==> src/rtl/xor_frame_parity.sv <==
// Frame XOR checksum with serial parity reduction.
// Words are folded into a checksum; the checksum is then shifted out one bit per clock into a parity bit.
module xor_frame_parity #(
  parameter int WIDTH = 8,
  parameter int ODD   = 0,
  parameter int CW    = 8
) (
  input  logic             clk,
  input  logic             rst_n,
  input  logic             in_valid,
  output logic             in_ready,
  input  logic [WIDTH-1:0] in_data,
  input  logic             in_last,
  output logic             out_valid,
  input  logic             out_ready,
  output logic [WIDTH-1:0] out_check,
  output logic             out_parity,
  output logic [CW-1:0]    out_count
);

  localparam int   BW      = (WIDTH > 1) ? $clog2(WIDTH) : 1;
  localparam logic ODD_BIT = 1'(ODD);

  typedef enum logic [1:0] {ACCUM, REDUCE, HOLD} state_t;

  state_t           state_q, state_d;
  logic [WIDTH-1:0] acc_q, acc_d;
  logic [WIDTH-1:0] shreg_q, shreg_d;
  logic [WIDTH-1:0] check_q, check_d;
  logic [CW-1:0]    cnt_q, cnt_d;
  logic [BW-1:0]    bit_q, bit_d;
  logic             par_q, par_d;

  // Word count sticks at all-ones instead of wrapping.
  function automatic logic [CW-1:0] sat_inc(input logic [CW-1:0] v);
    return (&v) ? v : v + CW'(1);
  endfunction

  always_comb begin
    state_d = state_q;
    acc_d   = acc_q;
    shreg_d = shreg_q;
    check_d = check_q;
    cnt_d   = cnt_q;
    bit_d   = bit_q;
    par_d   = par_q;
    case (state_q)
      ACCUM: begin
        if (in_valid) begin
          acc_d = acc_q ^ in_data;
          cnt_d = sat_inc(cnt_q);
          if (in_last) begin
            check_d = acc_q ^ in_data;
            shreg_d = acc_q ^ in_data;
            par_d   = ODD_BIT;
            bit_d   = '0;
            state_d = REDUCE;
          end
        end
      end
      REDUCE: begin
        par_d   = par_q ^ shreg_q[0];
        shreg_d = shreg_q >> 1;
        bit_d   = bit_q + 1'b1;
        if (bit_q == BW'(WIDTH - 1)) state_d = HOLD;
      end
      HOLD: begin
        if (out_ready) begin
          acc_d   = '0;
          cnt_d   = '0;
          par_d   = 1'b0;
          state_d = ACCUM;
        end
      end
      default: state_d = ACCUM;
    endcase
  end

  always_ff @(posedge clk) begin
    if (!rst_n) begin
      state_q <= ACCUM;
      acc_q   <= '0;
      shreg_q <= '0;
      check_q <= '0;
      cnt_q   <= '0;
      bit_q   <= '0;
      par_q   <= 1'b0;
    end else begin
      state_q <= state_d;
      acc_q   <= acc_d;
      shreg_q <= shreg_d;
      check_q <= check_d;
      cnt_q   <= cnt_d;
      bit_q   <= bit_d;
      par_q   <= par_d;
    end
  end

  // in_ready is gated by rst_n so the source never sees a handshake during reset.
  assign in_ready   = rst_n & (state_q == ACCUM);
  assign out_valid  = (state_q == HOLD);
  assign out_check  = check_q;
  assign out_parity = par_q;
  assign out_count  = cnt_q;

endmodule

==> config.mk <==
export PLATFORM = sky130hd
export DESIGN_NAME = xor_frame_parity
export DESIGN_NICKNAME = d
export VERILOG_FILES = /design/src/rtl/xor_frame_parity.sv
export SDC_FILE = /design/constraint.sdc
export NUM_CORES = 1
export LEC_CHECK = 0
export CAP_MARGIN = 20
export CORE_UTILIZATION = 48
export CTS_BUF_LIST = sky130_fd_sc_hd__clkbuf_8
export CTS_CLUSTER_DIAMETER = 150
export DETAILED_ROUTE_END_ITERATION = 10
export PLACE_DENSITY = 0.77
export SYNTH_ARGS = -nofsm -noshare
export SYNTH_HDL_FRONTEND = slang
export SYNTH_SLANG_ARGS = --single-unit
==> constraint.sdc <==
create_clock -name clk -period 1.6 [get_ports clk]
set_input_delay 0.32 -clock clk [delete_from_list [all_inputs] [get_ports clk]]
set_output_delay 0.32 -clock clk [all_outputs]
set_load 0.05 [all_outputs]
After elaboration in Yosys (flattened, before gate mapping)
Index checks and enable logic that the tools add are counted.

Add/sub/neg operators: 2. Equality and inequality tests: 8. Muxes and demuxes: 21. Bitwise operators: 3. Reductions and logical operators: 11.

Operators by type and width (count): $mux W8 (6); $pmux W8 S2 (3); $reduce_and A4 Y1 (3); $reduce_and A3 Y1 (3); $add A8 B1 Y8 const B (1); $mux W2 (4); $ne A2 B2 Y1 const B (4); $reduce_and A8 Y1 (1); $xor A8 B8 Y8 (1); $mux W3 (2); $pmux W2 S3 (1); $pmux W3 S2 (1); $reduce_bool A2 Y1 (2); $add A3 B1 Y3 const B (1); $eq A3 B3 Y1 const B (1); $mux W1 (3); $pmux W1 S3 (1); $reduce_bool A3 Y1 (1); $eq A2 B1 Y1 const B (1); $eq A2 B2 Y1 const B (1); $logic_not A2 Y1 (1); $ne A2 B1 Y1 const B (1); $and A1 B1 Y1 (1); $xor A1 B1 Y1 (1).

Register bits: 38. Bits of input ports: 13. Output and inout bits: 19. Word-level logic and storage cells: 52.

Depth between registers and ports, before layout
Depth after elaboration: 4. Gate-level depth with buffers: 6. Depth with buffers taken out: 5.

Worst setup path after synthesis
Ideal clock, no wire load.

Path kind: reg2reg. From: register cnt_q[0], in the netlist out_count[0]. To: register cnt_q[1], in the netlist out_count[1]. Arrival time: 1.894 ns. Required time: 1.530 ns. Path slack: -0.365 ns. Stages on the path, launching flop included: 7. Buffers on the path: 1. Period minus slack after synthesis: 1.965 ns. Cells stage by stage: dfxtp_1 ha_1 and4_1 a211o_1 buf_6 or3b_1 a21oi_1.

Word-level cells in the longest chain between the ends: 4. Elaborated cells on any way between the ends: 7.

RTL lines: start, declared (RTL line 30) `logic [CW-1:0] cnt_q, cnt_d;`; start signal, assigned (RTL line 93) `cnt_q <= cnt_d;`; $add A8 B1 Y8 (RTL line 36) `return (&v) ? v : v + CW'(1);`; $mux W8 (RTL line 36); $mux W8 (RTL line 49) `if (in_valid) begin`; $pmux W8 S2 (RTL line 47) `case (state_q)`.

Several ways; a longest one is shown, not always the timed one. The select of a mux whose other input is x is not followed. A chain may end at the register's enable or synchronous reset.

Worst setup path in the final report
From: register cnt_q[1], in the netlist out_count[1]. To: register cnt_q[1], in the netlist out_count[1].

Same word-level chain as after synthesis.

==> results.md <==
Synth:
- The number of nets produced by synthesis is 218.
- Of the total synthesized cell area, the portion taken by AND, OR, NAND and NOR gates is 0.2371.
- After synthesis the cells add up to 1694 µm².
- The cell count after synthesis came out at 202.
- The largest total area in the synthesized netlist belongs to sky130_fd_sc_hd__dfxtp_1.
- Counting flops and latches in the post-synthesis netlist gives 38.
- The sequential-to-total area share from yosys stat is 0.4490.
- Measured against the total synthesized area, the mux share comes to 0.01256.
- Yosys printed 0 warnings.
- The complex-gate fraction of the synthesized area is 0.1891.
- Yosys attributes the largest share of cell area to sky130_fd_sc_hd__dfxtp_1 (45%), sky130_fd_sc_hd__a21oi_1 (7.1%), sky130_fd_sc_hd__nand2_1 (5.3%).
- The average instance in the mapped netlist occupies 8.387 µm².
- Of the total synthesized cell area, the portion taken by full adders, half adders and majority gates is 0.02216.
- The main combinational cell family by area after synthesis is simple AND/OR/NAND/NOR gates.
- The area fraction of the dominant cell type after synthesis is 0.4490.
- The xor and xnor area share after synthesis is 0.04653.
- The dominant register cell in the synthesized netlist is sky130_fd_sc_hd__dfxtp_1.
- The number of enable flip-flop cells after synthesis is 0.
- Counting flops with an async set or reset pin after synthesis yields a share of 0.
- The synthesized netlist contains 37 unique library cells.

Worst setup path:
- Counting cells, the worst reg-to-reg path comes to 5.
- The data arrival time of the critical path is 1.81 ns.
- STA classifies the critical path startpoint as a flop.
- In this run the worst path has a maximum fanout of 5.
- The reg-to-reg critical path startpoint is out_count[1].
- In this run the worst setup path terminates at out_count[1].
- The start-to-end type of the worst setup path is reg -> reg.
- The worst register-to-register path ends at out_count[1].
- The worst-case register-to-register setup slack is 0.01 ns.
- The kind of capture point of the worst setup path is a flop.
- For the worst setup path, the data required time is 1.83 ns.
- The most critical setup path has its startpoint at out_count[1].

Route:
- Before antenna repair, the detailed router went through 6 iterations.
- The average vias per placed instance is 5.478.
- In the final routed layout, each cell accounts on average for 12.84 µm.
- The number of design-rule violations left by the first detailed-router iteration is 75.
- Once detail routing completed, the nets flagged for antenna violations numbered 0.
- The detailed router placed 1616 vias in this run.
- For this block, the routed nets add up to 3788 µm of wire.
- The DRC violation count after routing is 0.

Global route:
- Across every metal layer, demand over resource in global routing totals 0.2348.
- The initial antenna violation count came to 0.
- Entering global routing, the biggest net connects 19 pins.
- met2 is the most crowded layer.
- For met2 alone, demand over resource in global routing was 0.3432.
- The met3 track utilization from global routing is 0.07773.
- For met1 alone, demand over resource in global routing was 0.3329.
- The total global routing overflow is 0.
- The via count of the first global-routing pass is 1419.
- The first global-routing pass estimated 6430 µm of wire.

Floorplanning:
- The top-level port count is 32.
- The floorplan step defined a die boundary enclosing 3771 µm².
- The die is 61.41 µm wide.
- The die is 61.41 µm tall.
- The initial utilization of the core area, before any placement, comes to 0.5037.
- The placement row count is 21.
- The area of the core is 3363 µm².

Timing:
- The timing-limited maximum frequency is 0.6307 GHz.
- The final number of hold-violating endpoints is 0.
- The worst-case setup margin in the final layout is 0.01444 ns.
- Measured against its own limit, the worst slew margin works out to 0.7849.
- Setup violations remaining at the end of the flow were counted as 0.
- Between clock sinks in the finished design, the worst skew comes to 0.001766 ns.
- Setup repair after global routing could not meet its margin everywhere.
- The total count of max-transition violations in the final report is 0.
- The slew at the pin closest to its max-slew limit is 0.3218 ns.
- After layout, the minimum clock period comes to 1.586 ns.
- Setup total negative slack on the finished layout was measured at 0 ns.
- The fraction of the cycle the final worst path needs is 0.9910.

Clocking:
- The count of buffers added by post-CTS timing repair for setup is 0.
- The H-tree depth is 2.
- The cell chosen for the clock root is sky130_fd_sc_hd__clkbuf_8.
- The number of sinks on the clock net is 38.
- The clock latency at the later pin of the worst-skew pair is 0.29 ns.
- The number of buffers created by CTS is 5.
- The number of buffers on the longest clock path is 2.
- After clock tree synthesis, the clock-pin slew on the worst setup and hold paths is 0.08 ns.
- TritonCTS built the clock tree.

Hold path:
- The tightest min-delay check is of the reg -> reg type.

Placed design:
- At the end of routability-driven placement, the weighted congestion stood at 0.7757.
- The wire-length estimate of the detail-placed layout is 2638 µm.
- Including well taps, the total number of placed cells is 286.
- The placement-stage worst setup slack is -0.2852 ns.
- Buffers placed on the I/O ports in this run total 31.

Finish:
- The number of nets in the final layout is 264.
- Of the cells placed in the final design, the portion with a size suffix greater than 1 is 0.2731.
- The number of inserted diodes is 0.
- The count of non-filler cells in the finished layout is 295.
- Relative to the synthesized area, the layout overhead comes to 40.77%.

Pwr:
- VDD sags by at most 0.7237 mV.
- The static leakage power is 0.9641 nW.
- The cell area power density is 944.7 nW/µm².

Run status:
- The run finished with clean final reports.

Flow run:
- Across the run, the number of max-cap violations was 0.
==> power by group <==
part           switching, mW  internal [mW]  total [mW]
logic                  0.221          0.179       0.401
clock network          0.361          0.465       0.826
registers             0.0337          0.992        1.03
==> layout by cell type, fill, tap and decap left out, drive strengths merged, types with 2 or more instances in the layout <==
cell type / n
dfxtp: 38
ha: 3
nor3: 3
or3b: 2
clkbuf: 5
nor2: 24
nand2: 24
a222oi: 7
nand3: 5
o21ai: 13
nand3b: 8
inv: 6
xor2: 9
a21oi: 24
or2: 2
clkdlybuf4s50: 11
or3: 5
a22oi: 3
a211o: 2
buf: 38
==> cell usage after synthesis (all sizes together), types with 3 or more instances <==
library cell,n
nand3,5
buf,4
nor3,3
clkbuf,8
nand2,24
ha,3
nand3b,8
a22oi,3
dfxtp,38
a222oi,7
or3,5
inv,5
o21ai,13
nor2,24
a21oi,24
xor2,9
==> flip-flops by register name (all words and copies together), names as in the netlist <==
name        count
bit_q           3
acc_q           8
out_check       8
out_parity      1
out_count       8
state_q         2
shreg_q         8
==> worst min path at each step <==
| stage | startpoint | slack [ns] | endpoint | depth (start not counted) |
|---|---|---|---|---|
| 4_1_cts | shreg_q[7] | 0.45 | shreg_q[7] | 2 |
| 5_1_grt | out_check[0] | 0.47 | out_check[0] | 2 |
| 3_5_place_dp | shreg_q[7] | 0.44 | shreg_q[7] | 2 |
| 2_1_floorplan | shreg_q[7] | 0.43 | shreg_q[7] | 2 |
| 6_report | shreg_q[7] | 0.45 | shreg_q[7] | 2 |
| 3_3_place_gp | out_check[2] | 0.44 | out_check[2] | 2 |
==> critical path: stages (launching register included) <==
cell,delay (ns)
sky130_fd_sc_hd__dfxtp_4,0.36
sky130_fd_sc_hd__ha_4,0.15
sky130_fd_sc_hd__and4_4,0.20
sky130_fd_sc_hd__a211o_4,0.34
sky130_fd_sc_hd__or3b_1,0.35
sky130_fd_sc_hd__a21oi_1,0.11
==> cells by family after synthesis <==
logic type               after synthesis
AO/OA/AOI/OAI                         52
XOR/XNOR                               9
adder cells (fa/ha/maj)                3
buffers and inverters                 17
flip-flops                            38
multiplexers                           2
AND/OR/NAND/NOR                       81
==> area by class of cell <==
class	count	area [µm²]
inverter	5	18.77
multi-input combinational	148	932.1
timing repair buffer	50	486.7
fill	279	978.4
clock buffer	5	68.82
sequential	38	777.0
clock inverter	3	43.79
tap	46	57.56
==> through the flow <==
step	utilization	hold slack [ns]	area, µm²	power [mW]
after global placement	0.6574	0.4436	2211	1.432
after CTS	0.7005	0.4542	2356	2.270
after detailed placement	0.6574	0.4428	2211	1.436
after floorplan	-	0.4313	1728	1.274
after global routing	0.7091	0.4722	2385	2.362
final	0.7091	0.4536	2385	2.253
==> layer usage <==
layer | vias to the layer above | routed length [µm] | part of all wire
met4 | 0 | 43 | 0.011
met2 | 46 | 1736 | 0.46
met5 | - | 0 | 0
li1 | 810 | - | -
met3 | 6 | 234 | 0.062
met1 | 754 | 1774 | 0.47
==> timing repair <==
action	CTS	global route
gates cloned	1	0
endpoints found under the setup margin	6	23
gates resized for setup	5	9
pin swaps	2	0
hold buffers	0	0
(Power assumes the default switching activity.)
